**src/rtl/multi_bit_filter_pkg.sv**
```systemverilog
// Shared constants and helpers for the multi_bit_filter debounce block.
// The runtime threshold port is enabled by MULTI_BIT_FILTER_RUNTIME_THRESH_EN.
package multi_bit_filter_pkg;

    localparam int MAX_CHANNELS    = 32;
    localparam int MAX_SYNC_STAGES = 4;

    // Counter width able to hold every value 0..stable_cnt.
    function automatic int cnt_width(input int stable_cnt);
        return $clog2(stable_cnt + 1);
    endfunction

endpackage

```
**src/rtl/multi_bit_filter_channel.sv**
```systemverilog
// One debounce channel: optional synchroniser chain, stability counter and edge pulses.
// With MULTI_BIT_FILTER_RUNTIME_THRESH_EN the threshold comes from the thresh port.
module filter_channel
    import multi_bit_filter_pkg::*;
#(
    parameter int   STABLE_CNT  = 10,
    parameter int   SYNC_STAGES = 2,
    parameter logic RESET_VAL   = 1'b0,
    parameter int   CNT_W       = cnt_width(STABLE_CNT)
) (
    input  logic             clk,
    input  logic             rst,
    input  logic             sample_tick,
    input  logic             bit_in,
`ifdef MULTI_BIT_FILTER_RUNTIME_THRESH_EN
    input  logic [CNT_W-1:0] thresh,
`endif
    output logic             bit_out,
    output logic             rise,
    output logic             fall
);

    logic s;

    generate
        if (SYNC_STAGES == 0) begin : g_nosync
            assign s = bit_in;
        end else begin : g_sync
            logic [SYNC_STAGES-1:0] sync_q;
            logic [SYNC_STAGES-1:0] sync_d;

            always_comb begin
                sync_d[0] = bit_in;
                for (int k = 1; k < SYNC_STAGES; k++) begin
                    sync_d[k] = sync_q[k-1];
                end
            end

            // The chain shifts every clock; sample_tick only gates the counter.
            always_ff @(posedge clk or posedge rst) begin
                if (rst) sync_q <= {SYNC_STAGES{RESET_VAL}};
                else     sync_q <= sync_d;
            end

            assign s = sync_q[SYNC_STAGES-1];
        end
    endgenerate

    logic [CNT_W-1:0] cnt_q, cnt_d;
    logic             out_q, out_d;
    logic             rise_q, rise_d;
    logic             fall_q, fall_d;
    logic             at_limit;

`ifdef MULTI_BIT_FILTER_RUNTIME_THRESH_EN
    logic [CNT_W-1:0] t_m1;
    // thresh==0 behaves as 1; >= lets a lowered threshold flip on the next differing tick.
    assign t_m1     = (thresh == '0) ? '0 : thresh - CNT_W'(1);
    assign at_limit = (cnt_q >= t_m1);
`else
    localparam logic [CNT_W-1:0] T_M1 = CNT_W'(STABLE_CNT - 1);
    assign at_limit = (cnt_q == T_M1);
`endif

    always_comb begin
        cnt_d  = cnt_q;
        out_d  = out_q;
        rise_d = 1'b0;
        fall_d = 1'b0;
        if (sample_tick) begin
            if (s == out_q) begin
                cnt_d = '0;
            end else if (at_limit) begin
                out_d  = s;
                cnt_d  = '0;
                rise_d = s;
                fall_d = ~s;
            end else begin
                cnt_d = cnt_q + CNT_W'(1);
            end
        end
    end

    always_ff @(posedge clk or posedge rst) begin
        if (rst) begin
            cnt_q  <= '0;
            out_q  <= RESET_VAL;
            rise_q <= 1'b0;
            fall_q <= 1'b0;
        end else begin
            cnt_q  <= cnt_d;
            out_q  <= out_d;
            rise_q <= rise_d;
            fall_q <= fall_d;
        end
    end

    assign bit_out = out_q;
    assign rise    = rise_q;
    assign fall    = fall_q;

endmodule

```
**src/rtl/multi_bit_filter.sv**
```systemverilog
// N-channel glitch/debounce filter with per-channel rise/fall pulses and an aggregate change flag.
// Define MULTI_BIT_FILTER_RUNTIME_THRESH_EN to add the runtime thresh port.
module multi_bit_filter
    import multi_bit_filter_pkg::*;
#(
    parameter int                  CHANNELS    = 8,
    parameter int                  STABLE_CNT  = 10,
    parameter int                  SYNC_STAGES = 2,
    parameter logic [CHANNELS-1:0] RESET_VAL   = {CHANNELS{1'b0}},
    localparam int                 CNT_W       = cnt_width(STABLE_CNT)
) (
    input  logic                clk,
    input  logic                rst,
    input  logic                sample_tick,
    input  logic [CHANNELS-1:0] bit_in,
`ifdef MULTI_BIT_FILTER_RUNTIME_THRESH_EN
    input  logic [CNT_W-1:0]    thresh,
`endif
    output logic [CHANNELS-1:0] bit_out,
    output logic [CHANNELS-1:0] rise,
    output logic [CHANNELS-1:0] fall,
    output logic                any_change
);

    generate
        for (genvar i = 0; i < CHANNELS; i++) begin : g_ch
            filter_channel #(
                .STABLE_CNT  (STABLE_CNT),
                .SYNC_STAGES (SYNC_STAGES),
                .RESET_VAL   (RESET_VAL[i]),
                .CNT_W       (CNT_W)
            ) u_ch (
                .clk         (clk),
                .rst         (rst),
                .sample_tick (sample_tick),
                .bit_in      (bit_in[i]),
`ifdef MULTI_BIT_FILTER_RUNTIME_THRESH_EN
                .thresh      (thresh),
`endif
                .bit_out     (bit_out[i]),
                .rise        (rise[i]),
                .fall        (fall[i])
            );
        end
    endgenerate

    // Pulses are already registered, so this flag lines up with them.
    assign any_change = |(rise | fall);

endmodule
```
**config.mk**
```make
export PLATFORM = sky130hd
export DESIGN_NAME = multi_bit_filter
export DESIGN_NICKNAME = d
export VERILOG_FILES = /design/src/rtl/multi_bit_filter_pkg.sv /design/src/rtl/multi_bit_filter_channel.sv /design/src/rtl/multi_bit_filter.sv
export SDC_FILE = /design/constraint.sdc
export NUM_CORES = 1
export LEC_CHECK = 0
export ABC_AREA = 1
export BUFFER_PORTS_ARGS = -buffer_cell sky130_fd_sc_hd__buf_2
export CORE_MARGIN = 10
export CORE_UTILIZATION = 63
export DETAILED_ROUTE_END_ITERATION = 8
export PLACE_DENSITY = 0.84
export SYNTH_ARGS = -nofsm -noshare
export SYNTH_HDL_FRONTEND = slang
export SYNTH_SLANG_ARGS = --single-unit
```
**constraint.sdc**
```tcl
create_clock -name clk -period 7.2 [get_ports clk]
set_clock_uncertainty 0.2 [all_clocks]
set_input_delay 1.08 -clock clk [delete_from_list [all_inputs] [get_ports clk]]
set_output_delay 1.08 -clock clk [all_outputs]
set_load 0.005 [all_outputs]
```
==> metrics <==
Placed Area 3590 sq um; CP Launch Type flip-flop; port buffer count 35; worst-case vdd ir drop 0.133 mV; Hold WC Path Type reg -> reg; post-synth top area cell dfrtp_1; Setup violations, final 0; Antenna Cells 0; HPWL after DPL 4.49 mm; worst slew pin tran 0.890 ns; I/O pin count 36; Initial Util 0.649; most common cell after layout, fill and taps aside nand2_1; RSZ-0062 raised after global routing false; Final Hold Slack 0.150 ns; Tmin final 2.57 ns; Pint roughly 660 uW; drt first pass iters 4; die width 95.1 um; clock transition at the registers of the reported paths 0.08 ns; Slew Limit Fails 0; # DRC 0; Net Count, Synth 450; Critical Path RT between 5 and 6 ns; Max Buffers Root-to-Sink 2; Num Clock Sinks about 70; Worst EP arrival 1.29 ns; largest net degree at the start of global routing 73; final net count 467; Period Utilization, post-route 0.357; CTS buffer count 9; CTS resizes 0; Post-CTS Hold Buffers 0; clock power share 0.410; via count ~2600; Iter 0 DRT Violations 129; FF+latch count, synth 72; H-tree levels 3; Routed Antenna Nets 0; warnings from Yosys 0; drt via density 5.11; sum of negative setup slack 0 ns; max_cap viols 0; Mapped Cells 423; commonest cells after routing, fill and taps aside 157 x nand2_1, 72 x dfrtp_1, 54 x inv_1; Final Hold Viols 0; Routed WL per cell roughly 13 um; status finished, final reports clean; P_sw 233 uW; Power Density 233 nW/um^2; clk_lat worst skew ~0.35 ns; grt ovf 0; Core Region 5470 sq um; Crit. End Element output pin; gpl congestion 0.788; layout cells sized above 1 0.155; # fillers 406; critical path class reg -> out; Area contributors post-synth dfrtp_1 51%, nand2_1 17%, inv_1 5.8%; post-CTS setup buffers 0; root buffer cell clkbuf_8; Die ar. 9040 sq um; Synth top area share 0.508; synthesized area per cell 8.39 sq um; register share of total power 0.511; Overall Global Routing Usage 0.159; final core utilization 0.697; initial antenna violation count 0; CP Max Fanout 2; Mapped Area between 3000 and 4000 sq um; vias in the first global route 2527; highest clock rate 0.389 GHz; row cnt 27; combinational share of power 0.079; WL final 6.71 mm; CTS tree yes; Sw Ratio 0.262; sequential-to-total area share from yosys stat 0.508; cell leakage power 2.27 nW; first-pass GRT wire length 11.4 mm; Die H 95.1 um; area grow syn2layout 7.47%; Synth cell types 16; post-route cell area 3810 sq um; Slew HR 0.407
==> routing by layer <==
| layer | wire [um] | global-route usage | up-vias |
|---|---|---|---|
| li1 | - | - | 1304 |
| met1 | 2850 | 0.182 | 1250 |
| met2 | 3260 | 0.269 | 66 |
| met3 | 427 | 0.0511 | 20 |
| met4 | 173 | 0.0661 | 0 |
| met5 | 0 | 0 | - |
==> logic make-up after synthesis <==
family | after synthesis | share of synthesized area
DFF | 72 | 0.508
xor gates and xnor gates | 8 | 0.0197
and+or+nand+nor | 231 | 0.271
buffers and inverters | 88 | 0.129
adders and majority gates | 16 | 0.0564
AOI/OAI and AO/OA | 8 | 0.0166
==> Yosys cell counts (all sizes together) <==
master    n
a21oi     8
ha       16
xor2      8
buf      30
nor2     34
nand3    24
nand4    16
inv      58
dfrtp    72
nand2   157
==> cell type report <==
| cell class | instances | area, sq um | share of cell area |
|---|---|---|---|
| repair buffers | 36 | 183 | 0.0479 |
| multi-input cells | 263 | 1290 | 0.338 |
| well taps | 72 | 90.1 | 0.0236 |
| flip-flops and latches | 72 | 1800 | 0.472 |
| clock inverters | 6 | 91.3 | 0.0239 |
| clock buffers | 10 | 138 | 0.0361 |
| inverters | 58 | 220 | 0.0577 |
==> registers in the layout, indices dropped and copies added, names as in the netlist <==
name / cells
g_ch.u_ch.bit_out: 8
g_ch.u_ch.g_sync.sync_q: 16
g_ch.u_ch.cnt_q: 32
g_ch.u_ch.fall: 8
g_ch.u_ch.rise: 8
==> metrics by stage <==
stage	instances	worst slack (ns)	power, mW
floorplan	423	4.10	0.513
global placement	501	4.83	0.525
detailed placement	501	4.76	0.532
CTS	517	4.59	0.894
global route	517	4.51	0.933
finish	517	4.63	0.890
==> final timing paths <==
path	from	to	slack [ns]	depth (start not counted)
worst max register to register	g_ch[3].u_ch.cnt_q[1]	g_ch[3].u_ch.bit_out	5.71	7
worst max-delay path	g_ch[7].u_ch.fall	any_change	4.63	5
min in group asynchronous	rst	g_ch[2].u_ch.fall	0.78	3
worst min-delay path	g_ch[0].u_ch.g_sync.sync_q[0]	g_ch[0].u_ch.g_sync.sync_q[1]	0.15	0
worst min register to register	g_ch[0].u_ch.g_sync.sync_q[0]	g_ch[0].u_ch.g_sync.sync_q[1]	0.15	0
max in group asynchronous	rst	g_ch[1].u_ch.cnt_q[1]	5.43	3
==> power by group through the flow <==
stage	clock network [mW]	logic, mW	registers (mW)
finish	0.365	0.0707	0.454
global route	0.391	0.0841	0.458
CTS	0.368	0.0722	0.454
detailed placement	0	0.0703	0.461
global placement	0	0.0654	0.459
floorplan	0	0.0579	0.455
==> worst max-delay path: stages (launching register included) <==
cell     delay [ns]
dfrtp_1        0.38
nor2_1         0.21
nand2_1        0.08
nor2_1         0.10
nand2_1        0.05
buf_2          0.12
Power figures use the tool's default switching activity.
